<file path="config.mk">
export PLATFORM = sky130hd
export DESIGN_NAME = fir_cfg_ctrl
export DESIGN_NICKNAME = d
export VERILOG_FILES = /design/src/rtl/fir_cfg_ctrl.sv
export SDC_FILE = /design/constraint.sdc
export NUM_CORES = 1
export LEC_CHECK = 0
export BUFFER_PORTS_ARGS = -buffer_cell sky130_fd_sc_hd__buf_2
export CAP_MARGIN = 30
export CORE_AREA = 2 2 109 111
export DETAILED_ROUTE_END_ITERATION = 6
export DIE_AREA = 0 0 111 113
export PLACE_DENSITY = 0.87
export SYNTH_ARGS = -nofsm -noshare
export SYNTH_HDL_FRONTEND = slang
export SYNTH_SLANG_ARGS = --single-unit
</file>
<file path="constraint.sdc">
create_clock -name axis_clk -period 2.4 [get_ports axis_clk]
set_input_delay 0.36 -clock axis_clk [delete_from_list [all_inputs] [get_ports axis_clk]]
set_output_delay 0.36 -clock axis_clk [all_outputs]
set_load 0.03 [all_outputs]
</file>
<file path="src/rtl/fir_cfg_ctrl.sv">
// ---------------------------------------------------------------------------
// fir_cfg_ctrl
//   AXI-lite configuration front end for the FIR engine. Holds the ap_ctrl
//   handshake FSM and the data_length register, and arbitrates the tap
//   coefficient SRAM between AXI accesses (outside RUN) and the engine
//   (during RUN).
//
// Ports
//   axis_clk, axis_rst_n        single clock, async active-low reset
//   aw*/w*/b*                   AXI-lite write address/data/response
//   ar*/r*                      AXI-lite read address/data
//   tap_WE/EN/Di/A, tap_Do      tap SRAM (tap_Do registered, 1-cycle latency)
//   eng_tap_req/idx, eng_tap_gnt engine coefficient fetch port
//   eng_start, eng_len, eng_done engine run control
//
// Address map: 0x00 ap_ctrl {idle,done,start}, 0x10 data_length,
//              0x40 + 4*i tap i (i < Tape_Num); everything else reads 0.
//
// FSM states
//   state  | meaning
//   IDLE   | waiting for ap_start; AXI owns the tap SRAM
//   RUN    | engine running; engine owns the tap SRAM, config writes dropped
//   DONE   | engine finished; left on the first accepted ap_ctrl read
// ---------------------------------------------------------------------------
module fir_cfg_ctrl #(
  parameter int pADDR_WIDTH = 12,
  parameter int pDATA_WIDTH = 32,
  parameter int Tape_Num    = 11
) (
  input  logic                   axis_clk,
  input  logic                   axis_rst_n,
  // AXI-lite write
  input  logic                   awvalid,
  output logic                   awready,
  input  logic [pADDR_WIDTH-1:0] awaddr,
  input  logic                   wvalid,
  output logic                   wready,
  input  logic [pDATA_WIDTH-1:0] wdata,
  output logic                   bvalid,
  input  logic                   bready,
  // AXI-lite read
  input  logic                   arvalid,
  output logic                   arready,
  input  logic [pADDR_WIDTH-1:0] araddr,
  output logic                   rvalid,
  input  logic                   rready,
  output logic [pDATA_WIDTH-1:0] rdata,
  // tap SRAM
  output logic [3:0]             tap_WE,
  output logic                   tap_EN,
  output logic [pDATA_WIDTH-1:0] tap_Di,
  output logic [pADDR_WIDTH-1:0] tap_A,
  input  logic [pDATA_WIDTH-1:0] tap_Do,
  // engine
  input  logic                   eng_tap_req,
  input  logic [3:0]             eng_tap_idx,
  output logic                   eng_tap_gnt,
  output logic                   eng_start,
  output logic [pDATA_WIDTH-1:0] eng_len,
  input  logic                   eng_done
);

  localparam logic [1:0] S_IDLE = 2'd0;
  localparam logic [1:0] S_RUN  = 2'd1;
  localparam logic [1:0] S_DONE = 2'd2;

  localparam logic [pADDR_WIDTH-1:0] CTRL_ADDR = '0;
  localparam logic [pADDR_WIDTH-1:0] LEN_ADDR  = pADDR_WIDTH'(16);
  localparam logic [pADDR_WIDTH-1:0] TAP_BASE  = pADDR_WIDTH'(64);
  localparam logic [pADDR_WIDTH-1:0] TAP_END   = pADDR_WIDTH'(64 + 4 * Tape_Num);
  localparam logic [pADDR_WIDTH-1:0] TAP_CNT   = pADDR_WIDTH'(Tape_Num);

  logic [1:0]             state;
  logic                   out_of_rst;
  logic [pDATA_WIDTH-1:0] data_length;

  logic                   wr_acc;
  logic                   rd_acc;
  logic                   rd_busy;
  logic                   in_run;
  logic                   aw_tap;
  logic                   ar_tap;
  logic                   eng_hit;
  logic [pADDR_WIDTH-1:0] eng_addr;
  logic [pDATA_WIDTH-1:0] ap_ctrl_val;
  logic [pDATA_WIDTH-1:0] rd_val;
  logic                   rd_sram;

  // Read pipeline stage between acceptance and rvalid: gives the SRAM its
  // cycle of latency and makes every address answer with the same timing.
  logic                   p1_vld;
  logic                   p1_sram;
  logic [pDATA_WIDTH-1:0] p1_val;

  function automatic logic is_tap(input logic [pADDR_WIDTH-1:0] a);
    return (a[1:0] == 2'b00) && (a >= TAP_BASE) && (a < TAP_END);
  endfunction

  assign in_run = (state == S_RUN);

  // out_of_rst keeps the combinational handshakes quiet while reset is held.
  assign wr_acc  = out_of_rst & awvalid & wvalid & ~bvalid;
  assign rd_acc  = out_of_rst & arvalid & ~rd_busy & ~wr_acc;
  assign awready = wr_acc;
  assign wready  = wr_acc;
  assign arready = rd_acc;

  assign aw_tap = is_tap(awaddr);
  assign ar_tap = is_tap(araddr);

  assign eng_tap_gnt = in_run & eng_tap_req;
  assign eng_addr    = pADDR_WIDTH'({eng_tap_idx, 2'b00});
  assign eng_hit     = eng_tap_gnt & (pADDR_WIDTH'(eng_tap_idx) < TAP_CNT);
  assign eng_len     = data_length;

  // ap_start is the eng_start pulse itself, so it reads 1 only in that cycle.
  assign ap_ctrl_val = pDATA_WIDTH'({~in_run, (state == S_DONE), eng_start});

  // Tap SRAM port mux. The engine can only request in RUN and AXI tap
  // accesses are blocked in RUN, so the two sources never collide.
  always_comb begin
    tap_EN = 1'b0;
    tap_WE = 4'h0;
    tap_A  = '0;
    tap_Di = '0;
    if (eng_hit) begin
      tap_EN = 1'b1;
      tap_A  = eng_addr;
    end else if (wr_acc && aw_tap && !in_run) begin
      tap_EN = 1'b1;
      tap_WE = 4'hF;
      tap_A  = awaddr - TAP_BASE;
      tap_Di = wdata;
    end else if (rd_acc && ar_tap && !in_run) begin
      tap_EN = 1'b1;
      tap_A  = araddr - TAP_BASE;
    end
  end

  // Read value chosen at acceptance; register reads are snapshotted so that
  // the DONE->IDLE move on an ap_ctrl read still returns the DONE status.
  always_comb begin
    rd_val  = '0;
    rd_sram = 1'b0;
    if (araddr == CTRL_ADDR) begin
      rd_val = ap_ctrl_val;
    end else if (araddr == LEN_ADDR) begin
      rd_val = data_length;
    end else if (ar_tap) begin
      if (in_run) rd_val = '1;
      else        rd_sram = 1'b1;
    end
  end

  always_ff @(posedge axis_clk or negedge axis_rst_n) begin
    if (!axis_rst_n) begin
      out_of_rst <= 1'b0;
      state      <= S_IDLE;
      eng_start  <= 1'b0;
    end else begin
      out_of_rst <= 1'b1;
      eng_start  <= 1'b0;
      case (state)
        S_IDLE: begin
          if (wr_acc && (awaddr == CTRL_ADDR) && wdata[0]) begin
            state     <= S_RUN;
            eng_start <= 1'b1;
          end
        end
        S_RUN: begin
          if (eng_done) state <= S_DONE;
        end
        S_DONE: begin
          if (rd_acc && (araddr == CTRL_ADDR)) state <= S_IDLE;
        end
        default: state <= S_IDLE;
      endcase
    end
  end

  always_ff @(posedge axis_clk or negedge axis_rst_n) begin
    if (!axis_rst_n) begin
      data_length <= '0;
      bvalid      <= 1'b0;
    end else begin
      if (wr_acc && (awaddr == LEN_ADDR) && !in_run) data_length <= wdata;
      if (wr_acc)                bvalid <= 1'b1;
      else if (bvalid && bready) bvalid <= 1'b0;
    end
  end

  always_ff @(posedge axis_clk or negedge axis_rst_n) begin
    if (!axis_rst_n) begin
      rd_busy <= 1'b0;
      p1_vld  <= 1'b0;
      p1_sram <= 1'b0;
      p1_val  <= '0;
      rvalid  <= 1'b0;
      rdata   <= '0;
    end else begin
      p1_vld <= rd_acc;
      if (rd_acc) begin
        p1_sram <= rd_sram;
        p1_val  <= rd_val;
      end

      if (rd_acc)                rd_busy <= 1'b1;
      else if (rvalid && rready) rd_busy <= 1'b0;

      if (p1_vld) begin
        rvalid <= 1'b1;
        rdata  <= p1_sram ? tap_Do : p1_val;
      end else if (rvalid && rready) begin
        rvalid <= 1'b0;
      end
    end
  end

endmodule

</file>
==> results.md <==
- The max-slew violation total from the final report is 0.
- The power density over the cells is 705.3 nW/um^2.
- In this run the remaining antenna-violating nets after routing total 0.
- The prevailing post-synth register cell is sky130_fd_sc_hd__dfrtp_1.
- Across the run, the number of max-cap violations was 0.
- The headroom to the max-slew limit is 57.11%.
- The path with the worst hold slack has its endpoint at bvalid.
- The worst setup path is launched from a register.
- After detailed routing, the total wire length is 16.96 mm.
- The biggest area consumer among synthesized cells is sky130_fd_sc_hd__dfrtp_1.
- By area the synthesized netlist is led by sky130_fd_sc_hd__dfrtp_1 48%, sky130_fd_sc_hd__mux2_1 6.2%, sky130_fd_sc_hd__mux2i_1 5.9%.
- The global-route usage over all layers is 26.31%.
- Detailed routing inserted a total of 5152 vias.
- During placement, the flow inserted port buffers numbering 218.
- After legalization and detailed placement, the total HPWL measured 11.87 mm.
- The total area inside the core boundary comes to 11270 um^2.
- Entering global routing, the biggest net connects 43 pins.
- Counting along the longest clock path gives a buffer depth of 2.
- The share of synthesized cell area in and, or, nand and nor gates is 12.12%.
- Fill cells in the final layout number 835.
- The share of post-route cells with drive strength above 1 is 42.26%.
- The cell area that synthesis handed to floorplanning was 5441 um^2.
- Across all hold checks on the routed design, the worst slack comes to 0.1941 ns.
- The signal arrival time at the worst endpoint is 2.07 ns.
- The start point of the worst hold path is bready.
- A synthesized cell averages 10.42 um^2.
- For the worst setup path, the data required time is 2.04 ns.
- In this run the critical register-to-register path is launched from bvalid.
- The fraction of synthesized area in multiplexers is 12.51%.
- For this block, the initial DRC count from the detailed router was 308.
- In the final layout, the multi-input gates occupy 2653 um^2.
- Clock-pin slew was measured on the worst setup and hold paths at 0.08 ns.
- The H-tree level count is 3.
- The endpoint class of the critical path is a primary output.
- Clock tree synthesis inserted a total of 9 buffers.
- The time the final worst path needs with I/O delays and setup is 2.427 ns.
- Synthesis inferred 105 register bits.
- The instance count along the most critical hold path is 2.
- The worst setup path category is reg2out.
- The later pin in the worst-skew pair is clocked with a latency of 0.34 ns.
- The path class of the tightest hold or removal check is in2reg.
- The post-synthesis xor/xnor area fraction is 0.6438%.
- Dividing the detail-routed via count by the number of cells gives 5.802.
- The die is 113 um tall.
- The cell count after synthesis came out at 522.
- IR analysis of the VDD net gives a maximum drop of 0.4232 mV.
- For this run the aggregate overflow at the end of global routing stands at 0.
- Setup violations remaining at the end of the flow were counted as 18.
- The critical-path maximum fanout is 8.
- TritonCTS built the clock tree.
- The root buffer cell chosen for the clock tree is sky130_fd_sc_hd__clkbuf_16.
- The final RePlAce weighted congestion is 0.9368.
- The number of enable-type register cells in the synthesized netlist is 0.
- The register area is 2630 um^2.
- The routed wirelength normalized by instance count is 19.09 um.
- The final layout contains 844 nets.
- The share of async-settable or async-resettable flops after synthesis is 100.0%.
- The period utilization is 101.1%.
- The flow ran to the end, but the final reports show violations.
- The number of failing hold endpoints at the final stage is 0.
- The destination of the worst register-to-register timing path is p1_val[18].
- In the post-route analysis, the smallest setup slack over all paths is -0.02669 ns.
- The via count of the first global-routing pass is 5248.
- In this run the count of I/O pins placed on the die edge is 221.
- The die is 111 um wide.
- The post-synthesis to final-layout area growth is 37.69%.
- The number of remaining DRC errors is 0.
- By area, the combinational part of the netlist is dominated by compound AO/OA/AOI/OAI gates.
- The effective utilization at floorplan is 48.27%.
- The completed layout was analyzed and its total power is 5.284 mW.
- Yosys printed 0 warnings.
- The first global-routing pass estimated 26.63 mm of wire.
- The measured slew at the worst slew-check pin is 0.6434 ns.
- Setup repair after global routing could not meet its margin everywhere.
- The die footprint is 12540 um^2.
- The share of Yosys cell area claimed by the top area cell type is 48.29%.
- The TritonCTS sink count is 105.
- The detailed-routing iteration count for the pre-antenna-repair pass is 5.
- The compound-gate portion of the synthesized area is 19.64%.
- The clock arrives with 0.01076 ns of skew.
- The post-synthesis cell type count is 55.
- The final reports fail on negative setup slack.
- Summing the sequential cell areas from Yosys gives 48.29% of the chip area.
- After floorplanning, the core was divided into 39 placement rows.
- Across all register-to-register paths, the minimum setup slack is 0.33 ns.
- Counting cells, the worst reg-to-reg path comes to 9.
- After Yosys synthesis, full adders, half adders and majority gates account for 1.150% of the synthesized area.
- Static timing analysis puts the maximum clock frequency at 0.4121 GHz.
- The number of antenna violations at the first check in global routing is 2.
- For this design the static power due to leakage is 3.654 nW.
sequential cells by signal, indices dropped and copies added (netlist names):
name        flops
out_of_rst      1
state           2
eng_start       1
p1_vld          1
rvalid          1
p1_val         32
rd_busy         1
eng_len        32
rdata          32
bvalid          1
p1_sram         1
layer usage:
metal / wire length (um) / vias to the layer above / track usage [%]
met5: 0 / - / 0
met3: 1089 / 34 / 5.249
met2: 8970 / 259 / 45.89
met1: 6480 / 2518 / 31.65
li1: - / 2341 / -
met4: 417 / 0 / 12.08
cells in the final DEF, fill, tap and decap left out, drive strengths merged, types with 3 or more instances in the layout:
cell	netlist	final
a31oi	4	4
dfrtp	105	105
clkbuf	29	11
o32ai	3	3
a21o	4	4
a21oi	36	36
nor2b	4	4
clkinv	0	4
a21boi	30	30
xnor2	3	3
ha	5	5
nor4	3	3
mux2i	32	32
nand2	8	8
buf	20	251
o21ai	39	39
nor2	40	40
inv	13	14
mux2	32	32
and3	3	3
nand2b	3	3
and2	33	33
a41oi	29	29
nor4b	3	3
a211oi	3	3
a32oi	3	3
conb	2	3
nand3	6	6
through the flow:
step | std cells | instance area (um^2) | util [%] | setup slack [ns] | TNS (ns)
global route | 888 | 7492 | 66.47 | -0.09331 | -2.509
global placement | 863 | 6778 | 60.13 | 0.02792 | 0
floorplan | 523 | 5478 | - | -0.1753 | -0.6665
detailed placement | 863 | 6778 | 60.13 | -0.03989 | -0.05569
finish | 888 | 7492 | 66.47 | -0.02669 | -0.2450
CTS | 883 | 7342 | 65.13 | -0.03680 | -0.5147
layout make-up:
| type | instances | share of cell area (%) |
|---|---|---|
| Multi-Input combinational cell | 356 | 35.40 |
| Sequential cell | 105 | 35.10 |
| Timing Repair Buffer | 253 | 22.56 |
| Clock buffer | 10 | 3.056 |
| Tap cell | 143 | 2.388 |
| Inverter | 13 | 0.7181 |
| Clock inverter | 6 | 0.7014 |
| Antenna cell | 2 | 0.06680 |
cell usage after synthesis, types with 3 or more instances:
cell / n
sky130_fd_sc_hd__nor2_1: 40
sky130_fd_sc_hd__dfrtp_1: 105
sky130_fd_sc_hd__nand3_1: 6
sky130_fd_sc_hd__buf_4: 10
sky130_fd_sc_hd__buf_6: 3
sky130_fd_sc_hd__clkbuf_1: 28
sky130_fd_sc_hd__nor2b_1: 4
sky130_fd_sc_hd__nand2_1: 8
sky130_fd_sc_hd__a31oi_1: 4
sky130_fd_sc_hd__mux2_1: 30
sky130_fd_sc_hd__o21ai_0: 34
sky130_fd_sc_hd__a41oi_1: 29
sky130_fd_sc_hd__o21ai_1: 5
sky130_fd_sc_hd__a211oi_1: 3
sky130_fd_sc_hd__mux2i_1: 32
sky130_fd_sc_hd__and2_1: 33
sky130_fd_sc_hd__nor4b_1: 3
sky130_fd_sc_hd__and3_1: 3
sky130_fd_sc_hd__inv_1: 12
sky130_fd_sc_hd__o32ai_1: 3
sky130_fd_sc_hd__a32oi_1: 3
sky130_fd_sc_hd__a21oi_1: 36
sky130_fd_sc_hd__a21boi_0: 30
sky130_fd_sc_hd__xnor2_1: 3
sky130_fd_sc_hd__a21o_1: 4
sky130_fd_sc_hd__buf_2: 5
sky130_fd_sc_hd__nand2b_1: 3
sky130_fd_sc_hd__ha_1: 5
how the worst max path moves through the flow:
stage                     startpoint  cells after the start  slack [ns]    endpoint
after floorplan               bvalid                      6       -0.18   tap_A[11]
after global placement    awaddr[11]                      8        0.03  tap_Di[24]
after detailed placement  awaddr[11]                      8       -0.04  tap_Di[26]
after CTS                     bvalid                      7       -0.04   tap_Di[5]
after global routing          bvalid                      7       -0.09   tap_Di[5]
final                         bvalid                      7       -0.03   tap_Di[9]
power by group:
part           switching (mW)  total, mW  leakage [nW]  internal [mW]
sequential              0.201       2.29          1.38           2.09
clock                   0.675       1.40         0.136          0.721
combinational            1.12       1.60          2.14          0.477
total                    2.00       5.28          3.65           3.29
cells by family (layout without fill, tap and decap cells):
group / Yosys count / count (layout)
other: 2 / 5
xor gates and xnor gates: 4 / 4
muxes: 64 / 64
buffers and inverters: 62 / 282
DFF: 105 / 105
adders and majority gates: 5 / 5
and+or+nand+nor: 119 / 119
AOI/OAI and AO/OA: 161 / 161
critical path: stages (launching register included):
cell and delay, ns:
sky130_fd_sc_hd__dfrtp_1 0.38, sky130_fd_sc_hd__nand4b_1 0.30, sky130_fd_sc_hd__nor4_4 0.32, sky130_fd_sc_hd__nand3_2 0.15
sky130_fd_sc_hd__clkinv_4 0.13, sky130_fd_sc_hd__clkbuf_16 0.17, sky130_fd_sc_hd__and2_4 0.15, sky130_fd_sc_hd__buf_6 0.12
what timing repair did:
item	4_1_cts	5_1_grt
pin swaps	4	6
gates cloned	1	1
hold buffers	1	0
endpoints found under the hold margin	35	0
endpoints found under the setup margin	35	46
gates resized for setup	79	34
setup buffers	2	2
Note: power is estimated with default switching activity, not from simulation.
